<file path="config.mk">
export PLATFORM = sky130hd
export DESIGN_NAME = br_resolve_unit_flat
export DESIGN_NICKNAME = d
export VERILOG_FILES = /design/src/rtl/br_resolve_unit_pkg.sv /design/src/rtl/br_resolve_unit_if.sv /design/src/rtl/br_resolve_unit_sat_counter.sv /design/src/rtl/br_resolve_unit.sv /design/src/flat_wrapper.sv
export SDC_FILE = /design/constraint.sdc
export NUM_CORES = 1
export LEC_CHECK = 0
export CAP_MARGIN = 20
export CELL_PAD_IN_SITES_DETAIL_PLACEMENT = 1
export CELL_PAD_IN_SITES_GLOBAL_PLACEMENT = 2
export CORE_MARGIN = 1.5
export CORE_UTILIZATION = 24
export DETAILED_ROUTE_END_ITERATION = 7
export GPL_ROUTABILITY_DRIVEN = 0
export GPL_TIMING_DRIVEN = 0
export PLACE_DENSITY = 0.86
export SLEW_MARGIN = 25
export SYNTH_ARGS = -nofsm -noshare
export SYNTH_HDL_FRONTEND = slang
export SYNTH_SLANG_ARGS = --single-unit
</file>
<file path="constraint.sdc">
create_clock -name clk -period 3.7 [get_ports clk]
set_clock_uncertainty 0.15 [all_clocks]
set_input_delay 0.74 -clock clk [delete_from_list [all_inputs] [get_ports clk]]
set_output_delay 0.74 -clock clk [all_outputs]
set_load 0.03 [all_outputs]
</file>
<file path="src/rtl/br_resolve_unit_pkg.sv">
// Shared RV32I types for EX-stage branch resolution: opcodes, the IF prediction word, FSM states.
package br_resolve_unit_pkg;
  localparam int RV_XLEN = 32;

  typedef enum logic [6:0] {
    op_lui   = 7'b0110111,
    op_auipc = 7'b0010111,
    op_jal   = 7'b1101111,
    op_jalr  = 7'b1100111,
    op_br    = 7'b1100011,
    op_load  = 7'b0000011,
    op_store = 7'b0100011,
    op_imm   = 7'b0010011,
    op_reg   = 7'b0110011
  } rv32i_opcode;

  // brp_alt is the path not predicted at IF; it is the correct PC whenever the guess was wrong.
  typedef struct packed {
    logic               predicted;
    logic               prediction;
    logic [RV_XLEN-1:0] brp_target;
    logic [RV_XLEN-1:0] brp_alt;
    logic               mispredicted;
  } rv32i_brp_word;

  typedef logic [1:0] br_res_state_t;
  localparam br_res_state_t IDLE     = 2'd0;
  localparam br_res_state_t REDIRECT = 2'd1;
  localparam br_res_state_t DRAIN    = 2'd2;
endpackage

</file>
<file path="src/rtl/br_resolve_unit_if.sv">
// EX-side inputs, fetch redirect handshake, PHT training and counter outputs of the resolve unit.
interface br_resolve_unit_if
  import br_resolve_unit_pkg::*;
#(
  parameter int XLEN      = 32,
  parameter int CNT_W     = 32,
  parameter int PHT_IDX_W = 8
) ();
  logic                 ex_valid;
  rv32i_opcode          ex_opcode;
  logic [XLEN-1:0]      ex_pc;
  rv32i_brp_word        ex_brp;
  logic                 br_en;
  logic [XLEN-1:0]      jalr_target;
  logic                 redirect_valid;
  logic [XLEN-1:0]      redirect_pc;
  logic                 redirect_ready;
  logic                 flush_if_id;
  logic                 train_valid;
  logic [PHT_IDX_W-1:0] train_idx;
  logic                 train_taken;
  rv32i_brp_word        brp_ex_out;
  logic [CNT_W-1:0]     c_total;
  logic [CNT_W-1:0]     c_correct;
  logic [CNT_W-1:0]     c_redirect;

  modport slave (
    input  ex_valid, ex_opcode, ex_pc, ex_brp, br_en, jalr_target, redirect_ready,
    output redirect_valid, redirect_pc, flush_if_id, train_valid, train_idx, train_taken,
           brp_ex_out, c_total, c_correct, c_redirect
  );

  modport master (
    output ex_valid, ex_opcode, ex_pc, ex_brp, br_en, jalr_target, redirect_ready,
    input  redirect_valid, redirect_pc, flush_if_id, train_valid, train_idx, train_taken,
           brp_ex_out, c_total, c_correct, c_redirect
  );
endinterface

</file>
<file path="src/rtl/br_resolve_unit_sat_counter.sv">
// Event counter that sticks at all-ones instead of wrapping.
module sat_counter #(
  parameter int W = 32
) (
  input  logic         clk,
  input  logic         rst,
  input  logic         i_inc,
  output logic [W-1:0] o_count
);
  logic [W-1:0] r_count;

  always_ff @(posedge clk) begin
    if (rst) begin
      r_count <= '0;
    end else if (i_inc && (r_count != {W{1'b1}})) begin
      r_count <= r_count + 1'b1;
    end
  end

  assign o_count = r_count;
endmodule

</file>
<file path="src/rtl/br_resolve_unit.sv">
// EX branch resolution: checks the IF prediction, issues a registered fetch redirect with a
// one-slot drain, trains the PHT and keeps saturating accuracy counters.
module br_resolve_unit
  import br_resolve_unit_pkg::*;
#(
  parameter int XLEN      = 32,
  parameter int CNT_W     = 32,
  parameter int PHT_IDX_W = 8
) (
  input logic               clk,
  input logic               rst,
  br_resolve_unit_if.slave  bus
);
  br_res_state_t        r_state;
  logic [XLEN-1:0]      r_redirect_pc;
  logic                 r_train_valid;
  logic [PHT_IDX_W-1:0] r_train_idx;
  logic                 r_train_taken;

  logic            w_is_br;
  logic            w_is_jalr;
  logic            w_resolve;
  logic            w_br_mis;
  logic            w_redirect_req;
  logic [XLEN-1:0] w_next_pc;
  logic            w_unused_ok;

  assign w_is_br   = (bus.ex_opcode == op_br);
  assign w_is_jalr = (bus.ex_opcode == op_jalr);
  // Only IDLE resolves; anything arriving in REDIRECT/DRAIN is already on the wrong path.
  assign w_resolve = bus.ex_valid && (r_state == IDLE) &&
                     (w_is_br || w_is_jalr || (bus.ex_opcode == op_jal));
  assign w_br_mis       = w_is_br && (bus.br_en != bus.ex_brp.prediction);
  assign w_redirect_req = w_resolve && (w_br_mis || w_is_jalr);
  assign w_next_pc      = w_is_jalr ? {bus.jalr_target[XLEN-1:1], 1'b0} : bus.ex_brp.brp_alt;

  always_comb begin
    bus.brp_ex_out              = bus.ex_brp;
    bus.brp_ex_out.mispredicted = w_redirect_req;
  end

  always_ff @(posedge clk) begin
    if (rst) begin
      r_state       <= IDLE;
      r_redirect_pc <= '0;
      r_train_valid <= 1'b0;
      r_train_idx   <= '0;
      r_train_taken <= 1'b0;
    end else begin
      r_train_valid <= w_resolve && w_is_br;
      if (w_resolve && w_is_br) begin
        r_train_idx   <= bus.ex_pc[PHT_IDX_W+1:2];
        r_train_taken <= bus.br_en;
      end
      case (r_state)
        IDLE: begin
          if (w_redirect_req) begin
            r_state       <= REDIRECT;
            r_redirect_pc <= w_next_pc;
          end
        end
        REDIRECT: if (bus.redirect_ready) r_state <= DRAIN;
        DRAIN:    r_state <= IDLE;
        default:  r_state <= IDLE;
      endcase
    end
  end

  assign bus.redirect_valid = (r_state == REDIRECT);
  assign bus.redirect_pc    = r_redirect_pc;
  assign bus.flush_if_id    = bus.redirect_valid && bus.redirect_ready;
  assign bus.train_valid    = r_train_valid;
  assign bus.train_idx      = r_train_idx;
  assign bus.train_taken    = r_train_taken;

  sat_counter #(.W(CNT_W)) u_c_total (
    .clk(clk), .rst(rst), .i_inc(w_resolve && w_is_br), .o_count(bus.c_total)
  );
  sat_counter #(.W(CNT_W)) u_c_correct (
    .clk(clk), .rst(rst), .i_inc(w_resolve && w_is_br && !w_br_mis), .o_count(bus.c_correct)
  );
  sat_counter #(.W(CNT_W)) u_c_redirect (
    .clk(clk), .rst(rst), .i_inc(w_redirect_req), .o_count(bus.c_redirect)
  );

  assign w_unused_ok = &{1'b0, bus.ex_pc[XLEN-1:PHT_IDX_W+2], bus.ex_pc[1:0], bus.jalr_target[0]};
endmodule

</file>
<file path="src/flat_wrapper.sv">
// flat-port wrapper written by rule: the top's interface ports become plain ports
module br_resolve_unit_flat import br_resolve_unit_pkg::*;
#(
  parameter int XLEN      = 32,
  parameter int CNT_W     = 32,
  parameter int PHT_IDX_W = 8
)
  (clk, rst, bus_ex_valid, bus_ex_opcode, bus_ex_pc, bus_ex_brp, bus_br_en, bus_jalr_target, bus_redirect_ready, bus_redirect_valid, bus_redirect_pc, bus_flush_if_id, bus_train_valid, bus_train_idx, bus_train_taken, bus_brp_ex_out, bus_c_total, bus_c_correct, bus_c_redirect);
  br_resolve_unit_if #(.XLEN(XLEN), .CNT_W(CNT_W), .PHT_IDX_W(PHT_IDX_W)) bus_i ();
  input logic clk;
  input logic rst;
  input wire logic [$bits(bus_i.ex_valid)-1:0] bus_ex_valid;
  input wire logic [$bits(bus_i.ex_opcode)-1:0] bus_ex_opcode;
  input wire logic [$bits(bus_i.ex_pc)-1:0] bus_ex_pc;
  input wire logic [$bits(bus_i.ex_brp)-1:0] bus_ex_brp;
  input wire logic [$bits(bus_i.br_en)-1:0] bus_br_en;
  input wire logic [$bits(bus_i.jalr_target)-1:0] bus_jalr_target;
  input wire logic [$bits(bus_i.redirect_ready)-1:0] bus_redirect_ready;
  output wire logic [$bits(bus_i.redirect_valid)-1:0] bus_redirect_valid;
  output wire logic [$bits(bus_i.redirect_pc)-1:0] bus_redirect_pc;
  output wire logic [$bits(bus_i.flush_if_id)-1:0] bus_flush_if_id;
  output wire logic [$bits(bus_i.train_valid)-1:0] bus_train_valid;
  output wire logic [$bits(bus_i.train_idx)-1:0] bus_train_idx;
  output wire logic [$bits(bus_i.train_taken)-1:0] bus_train_taken;
  output wire logic [$bits(bus_i.brp_ex_out)-1:0] bus_brp_ex_out;
  output wire logic [$bits(bus_i.c_total)-1:0] bus_c_total;
  output wire logic [$bits(bus_i.c_correct)-1:0] bus_c_correct;
  output wire logic [$bits(bus_i.c_redirect)-1:0] bus_c_redirect;
  assign bus_i.ex_valid = bus_ex_valid;
  assign bus_i.ex_opcode = bus_ex_opcode;
  assign bus_i.ex_pc = bus_ex_pc;
  assign bus_i.ex_brp = bus_ex_brp;
  assign bus_i.br_en = bus_br_en;
  assign bus_i.jalr_target = bus_jalr_target;
  assign bus_i.redirect_ready = bus_redirect_ready;
  assign bus_redirect_valid = bus_i.redirect_valid;
  assign bus_redirect_pc = bus_i.redirect_pc;
  assign bus_flush_if_id = bus_i.flush_if_id;
  assign bus_train_valid = bus_i.train_valid;
  assign bus_train_idx = bus_i.train_idx;
  assign bus_train_taken = bus_i.train_taken;
  assign bus_brp_ex_out = bus_i.brp_ex_out;
  assign bus_c_total = bus_i.c_total;
  assign bus_c_correct = bus_i.c_correct;
  assign bus_c_redirect = bus_i.c_redirect;
  br_resolve_unit #(.XLEN(XLEN), .CNT_W(CNT_W), .PHT_IDX_W(PHT_IDX_W)) u_core (.clk(clk), .rst(rst), .bus(bus_i));
endmodule
</file>
**Word level (Yosys, flattened, before mapping)**

Cells that the tools add are included.

- Add/subtract/negate cells: 3
- Equal/unequal tests: 10
- Mux-type cells: 4
- Reductions and logical operators: 17

Operator list:

| kind | count |
|---|---|
| $add 32x1->32 const B | 3 |
| $ne 32x32->1 const B | 3 |
| $mux 32 | 1 |
| $eq 7x7->1 const B | 3 |
| $logic_and 1x1->1 | 10 |
| $mux 2 | 2 |
| $ne 2x2->1 const B | 2 |
| $pmux 2 s2 | 1 |
| $reduce_and 2->1 | 2 |
| $logic_or 1x1->1 | 3 |
| $eq 2x1->1 const B | 1 |
| $logic_not 2->1 | 1 |
| $logic_not 1->1 | 1 |
| $ne 1x1->1 | 1 |

- Flip-flop bits (word level): 140
- Input bits: 143
- Output and inout bits: 207
- Logic and storage cells: 42

**Longest topological paths before layout**

Gate-level depths: netlist of run 1.

- Depth in word-level cells: 7
- Mapped depth: 9
- Mapped depth without buffers: 6

**Hierarchy**

A second synthesis of run 1 with hierarchy kept.

- Cells, all modules: 867
- Area, all modules: 7,699.9 sq um

Modules (own cells, without submodules):

| module | instances | cells an instance | area each (sq um) | sequential area each (sq um) |
|---|---|---|---|---|
| sat_counter | 3 | 199 | 1,674.1 | 640.6 |
| br_resolve_unit | 1 | 270 | 2,677.6 | 880.8 |

**Worst setup path before layout of run 1**

OpenSTA, ideal clock, no wires.

- Kind: input to output
- Start point: input bus_ex_opcode[3]
- End point: output bus_brp_ex_out[0]
- Arrival time: 2.230 ns
- Data required time: 2.810 ns
- Path slack: 0.580 ns
- Cell stages on the path: 6
- Cells stage by stage: nand4b_2 a2111o_1 inv_2 buf_2 buf_1 buf_4

- Word-level cells in the longest chain between the ends: 5
- Elaborated cells between the ends (all ways): 9

RTL lines:

| item | line | RTL |
|---|---|---|
| from (decl) | flat_wrapper.sv:13 | `input wire logic [$bits(bus_i.ex_opcode)-1:0] bus_ex_opcode;` |
| $eq 7x7->1, on equally long branches | br_resolve_unit.sv:28, br_resolve_unit.sv:29 |  |
| $logic_or 1x1->1 (2 in series) | br_resolve_unit.sv:32 | `(w_is_br \|\| w_is_jalr \|\| (bus.ex_opcode == op_jal));` |
| $logic_and 1x1->1 | br_resolve_unit.sv:31 | `assign w_resolve = bus.ex_valid && (r_state == IDLE) &&` |
| $logic_and 1x1->1 (*) | br_resolve_unit.sv:34 | `assign w_redirect_req = w_resolve && (w_br_mis \|\| w_is_jalr);` |
| to (decl) | flat_wrapper.sv:25 | `output wire logic [$bits(bus_i.brp_ex_out)-1:0] bus_brp_ex_out;` |

Mark *: on every way between the ends. The rest lies on a longest branch, timed or not.

**Worst setup path in the final report of run 1**

- Start point: input bus_ex_opcode[1]
- End point: output bus_brp_ex_out[0]

The elaborated chain is that of the path after synthesis.

==> flow_summary.json, run 1 <==
{
  "status": "complete, no violations",
  "grt_pass1_wl_mm": 43.7,
  "wl_per_cell_um": 17.9,
  "clock.fmax_ghz": 0.276,
  "cts_buffer_depth": 2,
  "ys_seq_area_frac": 0.384,
  "nNetsFinal": 1327,
  "timing.rr.end": "u_core.u_c_redirect.o_count[31]",
  "synth_edf_count": 0,
  "final_cell_mix": "clkdlybuf4s50_1 (288), dfxtp_1 (140), a21oi_1 (86)",
  "timing.final.ws_setup_ps": 72.6,
  "worstPathArrival_ps": 2740,
  "cap_violations": 0,
  "mostFrequentLayoutCell": "clkdlybuf4s50_1",
  "remaining_drc_errors": 0,
  "slew_violations": 0,
  "dr.first_iter.drc_count": 310,
  "max_slew_margin": 0.419,
  "stdcell_area_um2": 11200,
  "ir_drop_mv": 0.262,
  "netlist_instances": 873,
  "syn_nets": 1019,
  "routed_via_density": 4.98,
  "clk_root_buffer_cell": "clkbuf_16",
  "track_usage": 0.178,
  "final_hold_viol_count": 0,
  "ys_warn_count": 0,
  "setup.worst_path.end_class": "primary output",
  "ys_types": 48,
  "tns_ps": 0,
  "cp-endpoint": "bus_brp_ex_out[0]",
  "rr_worst_depth": 5,
  "multi_input_area_um2": 3740,
  "placed_area_um2": 10700,
  "worstMarginPinSlew_ps": 864,
  "num-fill-cells": 3513,
  "antenna_found_initial": 1,
  "setup_violations": 0,
  "grt-ovfl-total": 0,
  "worst_ep_required_time_ps": 2810,
  "path_cells": "clkdlybuf4s50_1, nand4b_2, a2111o_1, inv_4, buf_8, buf_4, clkdlybuf4s15_2",
  "htree_levels": 4,
  "critical_path.max_fanout": 19,
  "wl_mm": 28.3,
  "dp_hpwl_mm": 21.4,
  "leakagePower_nw": 3.85,
  "ys_ff_latch": 140,
  "finalWorstPathRequiredPeriod_ps": 3630,
  "crit_slowest_cell": "a2111o_1",
  "cts_inserted_buffers": 17,
  "timing.hold.ws_ps": 308,
  "syn_area_um2": 7290,
  "grt_pass1_vias": 8006,
  "core_area_um2": 29800,
  "final_layout_size_suffix_gt1_frac": 0.107,
  "final-seq-area_um2": 2800,
  "avgSynthCellArea_um2": 8.36,
  "post-place-ws_ps": -946,
  "area_growth_pct": 54.0,
  "die_h_um": 177,
  "crit_path_start": "bus_ex_opcode[1]",
  "clock_latency_ps": 430,
  "power_mw": 3.55,
  "port_buffers": 289,
  "rsz0062_at_grt": "false",
  "grt_max_degree": 20,
  "hp-class": "flip-flop to flip-flop",
  "fin_crit_sh": 0.980,
  "criticalPathCategory": "input pin to primary output",
  "synthArstFlopShare": 0,
  "postCtsHoldBufs": 0,
  "start_util": 0.245,
  "tritoncts": "yes",
  "critPathMaxStageDelay_ps": 510,
  "dr_total_vias": 7875,
  "postRouteAntennaNets": 0,
  "die_area_um2": 31400,
  "reg2reg_slack_ps": 800,
  "die_x_um": 177,
  "dr.pass1.iters": 4,
  "num_rows": 63,
  "ioPinCount": 350,
  "start_kind": "input pin",
  "clk_pin_slew_ps": 60,
  "clock_sinks": 140,
  "rr_startpoint": "u_core.u_c_redirect.o_count[2]",
  "cellPowerDensity_nw_per_um2": 316,
  "ys.flop_type": "dfxtp_1"
}
-- how the worst min path moves through the flow --
stage / start / endpoint / slack [ps] / depth (start not counted)
after global routing: u_core.bus.redirect_pc[0] / u_core.bus.redirect_pc[0] / 340 / 2
after detailed placement: u_core.bus.train_idx[3] / u_core.bus.train_idx[3] / 300 / 2
after floorplan: u_core.bus.redirect_pc[0] / u_core.bus.redirect_pc[0] / 430 / 2
after global placement: u_core.bus.train_idx[0] / u_core.bus.train_idx[0] / 290 / 2
after CTS: u_core.bus.train_idx[3] / u_core.bus.train_idx[3] / 310 / 2
final: u_core.bus.train_idx[4] / u_core.bus.train_idx[4] / 310 / 2
-- flip-flops by register name (all words and copies together) (netlist names) --
register                     count
u_core.bus.redirect_pc          32
u_core.u_c_correct.o_count      32
u_core.u_c_redirect.o_count     32
u_core.u_c_total.o_count        32
u_core.bus.train_idx             8
u_core.r_state                   2
u_core.bus.train_taken           1
u_core.bus.train_valid           1
-- per-layer routing --
metal | vias up | track usage | part of all wire
met5 | - | 0 | 0
met4 | 0 | 0.0476 | 0.014
met3 | 21 | 0.0473 | 0.060
met2 | 209 | 0.315 | 0.50
met1 | 3858 | 0.210 | 0.43
li1 | 3787 | - | -
-- layout make-up --
type,count,share of cell area
diodes,1,0.000223
plain buffers,113,0.0630
clock buffers,19,0.0394
clock inverters,10,0.00857
inverters,14,0.00490
multi-input cells,605,0.333
flip-flops and latches,140,0.249
well taps,390,0.0434
repair buffers,290,0.258
-- kinds of logic (layout without fill, tap and decap cells) --
family	count (synthesis)	in the layout	share of synthesized area
simple gates	350	350	0.269
xor+xnor	5	5	0.00600
other cells	0	1	0
buf+inv	128	446	0.103
flops	140	140	0.384
mux	47	47	0.0667
fa+ha+maj	3	3	0.00515
compound gates	200	200	0.166
-- cells in the mapped netlist, types with 2 or more instances --
master    number  area (um2)
a211oi_1      31         233
a21oi_1       86         430
and2_1         6        37.5
and3_1        10        62.6
and4_1        10        87.6
buf_1         10        37.5
buf_2          9        45.0
buf_4         68         510
clkbuf_1      26        97.6
dfxtp_1      140        2800
ha_1           3        37.5
inv_1         13        48.8
mux2_1         9         101
mux2_2         4        45.0
mux2i_1       34         340
nand2_1       54         203
nand2b_1       6        37.5
nand3_1       31         155
nand4_1       38         238
nor2_1        64         240
nor2b_1       14        87.6
nor3_1        14        70.1
nor4_1         9        56.3
nor4_2         2        25.0
o21ai_0       39         195
o31ai_1       36         270
or2_2          5        31.3
or3_1         44         275
or4_1         36         270
xor2_1         4        35.0
-- power by group --
part	leakage, nW	internal, mW	switching [mW]
clock	0.253	0.932	0.716
sequential	1.13	1.51	0.00156
combinational	2.47	0.204	0.185
total	3.85	2.65	0.903
-- worst max-delay path, delay by kind of cell --
family          cells  cell delay [ps]
compound gates      1              510
simple gates        1              240
buf+inv             5             1230
-- stage by stage --
stage,utilization,instances
2_1_floorplan,-,873
3_3_place_gp,0.358,1552
3_5_place_dp,0.358,1552
4_1_cts,0.377,1581
5_1_grt,0.377,1581
6_report,0.377,1582
-- repair_timing --
action,CTS,global route
gates resized for setup,7,1
setup buffers,1,0
setup endpoints to repair,1,1
hold endpoints to repair,0,0
pin swaps,1,1
Note: power is estimated with default switching activity, not from simulation.
==> run 2, diff against run 1 <==
--- a/config.mk
+++ b/config.mk
@@ -8,7 +8,7 @@
 export CAP_MARGIN = 20
 export CELL_PAD_IN_SITES_DETAIL_PLACEMENT = 1
 export CELL_PAD_IN_SITES_GLOBAL_PLACEMENT = 2
-export CORE_MARGIN = 1.5
+export CORE_MARGIN = 2
 export CORE_UTILIZATION = 24
 export DETAILED_ROUTE_END_ITERATION = 7
 export GPL_ROUTABILITY_DRIVEN = 0
==> flow_summary.json, run 2 (synthesized netlist as in run 1, its figures left out) <==
{
  "status": "complete, no violations",
  "grt_pass1_wl_mm": 44.2,
  "start_util": 0.245,
  "core_area_um2": 29800,
  "cts_inserted_buffers": 17,
  "antennaDiodeCount": 0,
  "wl_mm": 28.1,
  "cellPowerDensity_nw_per_um2": 331,
  "final_layout_size_suffix_gt1_frac": 0.106,
  "max_slew_margin": 0.454,
  "ir_drop_mv": 0.257,
  "dp_hpwl_mm": 21.3,
  "fin_crit_sh": 0.972,
  "dr_total_vias": 7814,
  "cap_violations": 0,
  "final_hold_viol_count": 0,
  "final_cell_mix": "clkdlybuf4s50_1 (288), dfxtp_1 (140), a21oi_1 (86)",
  "antenna_found_initial": 1,
  "finalWorstPathRequiredPeriod_ps": 3600,
  "worstPathArrival_ps": 2710,
  "leakagePower_nw": 3.89,
  "slew_violations": 0,
  "wl_per_cell_um": 17.7,
  "postRouteAntennaNets": 0,
  "num_rows": 63,
  "final-seq-area_um2": 2800,
  "track_usage": 0.177,
  "num-fill-cells": 3478,
  "clock_sinks": 140,
  "post-route-util": 0.380,
  "worstMarginPinSlew_ps": 813,
  "cts_buffer_depth": 2,
  "grt_max_degree": 20,
  "nNetsFinal": 1328,
  "die_h_um": 178,
  "remaining_drc_errors": 0,
  "start_kind": "input pin",
  "grt_pass1_vias": 8073,
  "setup_violations": 0,
  "routed_via_density": 4.94,
  "port_buffers": 289,
  "rsz0062_at_grt": "false",
  "dr.pass1.iters": 4,
  "worst_ep_required_time_ps": 2810,
  "clock.fmax_ghz": 0.278,
  "setup.worst_path.end_class": "primary output",
  "stdcell_count": 1583,
  "tritoncts": "yes",
  "die_area_um2": 31800,
  "ioPinCount": 350,
  "place_inst": 1552,
  "htree_levels": 4,
  "criticalPathCategory": "input pin to primary output",
  "multi_input_area_um2": 3740,
  "area_growth_pct": 55.1,
  "mostFrequentLayoutCell": "clkdlybuf4s50_1",
  "hp-class": "flip-flop to flip-flop",
  "grt-ovfl-total": 0,
  "clk_root_buffer_cell": "clkbuf_16",
  "die_x_um": 178,
  "critical_path.max_fanout": 19,
  "clk_pin_slew_ps": 60,
  "clock_latency_ps": 420,
  "dr.first_iter.drc_count": 206
}
==> run 2: repair_timing <==
action,in CTS,in global routing
resized for setup,7,0
buffers inserted,2,0
pin swaps,1,1
hold buffers,0,0
hold endpoints to repair,0,0
setup endpoints to repair,1,1
==> run 2: worst max-delay path, stage by stage <==
cell and delay (ps):
clkdlybuf4s50_1 480, or3b_1 380, a2111o_1 400, inv_4 110
buf_8 170, buf_4 120, clkdlybuf4s15_2 290
==> run 2: worst paths after layout <==
check,start,endpoint,slack (ps),depth (start not counted)
max,bus_ex_valid,bus_brp_ex_out[0],100,7
min,u_core.bus.train_idx[0],u_core.bus.train_idx[0],300,2
max reg2reg,u_core.u_c_total.o_count[0],u_core.u_c_total.o_count[1],860,7
min reg2reg,u_core.bus.train_idx[0],u_core.bus.train_idx[0],300,2
==> run 2: final cells by class <==
cell class,count,area share
plain buffers,113,0.0626
inverters,14,0.00487
well taps,390,0.0431
clock inverters,10,0.0147
repair buffers,291,0.257
multi-input cells,605,0.330
flip-flops and latches,140,0.248
clock buffers,20,0.0395
==> run 2: power breakdown <==
group | switching, mW | internal [mW]
Clock | 0.707 | 1.14
Sequential | 0.00147 | 1.51
Combinational | 0.184 | 0.204
==> run 2: routing by layer <==
layer  GRT usage  share of wire
met1       0.212           0.42
met2       0.309           0.50
met3      0.0524          0.067
met4      0.0400          0.011
met5           0        0.00046
==> run 2: per-stage QoR <==
stage	power [mW]	setup WS [ps]	hold slack, ps	TNS [ps]	area (um2)
detailed placement	1.94	-1080	301	-1080	10700
CTS	3.81	16.1	309	0	11300
finish	3.75	104	305	0	11300
floorplan	1.73	580	430	0	7290
global placement	1.93	-1080	292	-1080	10700
global route	3.88	31.0	327	0	11300
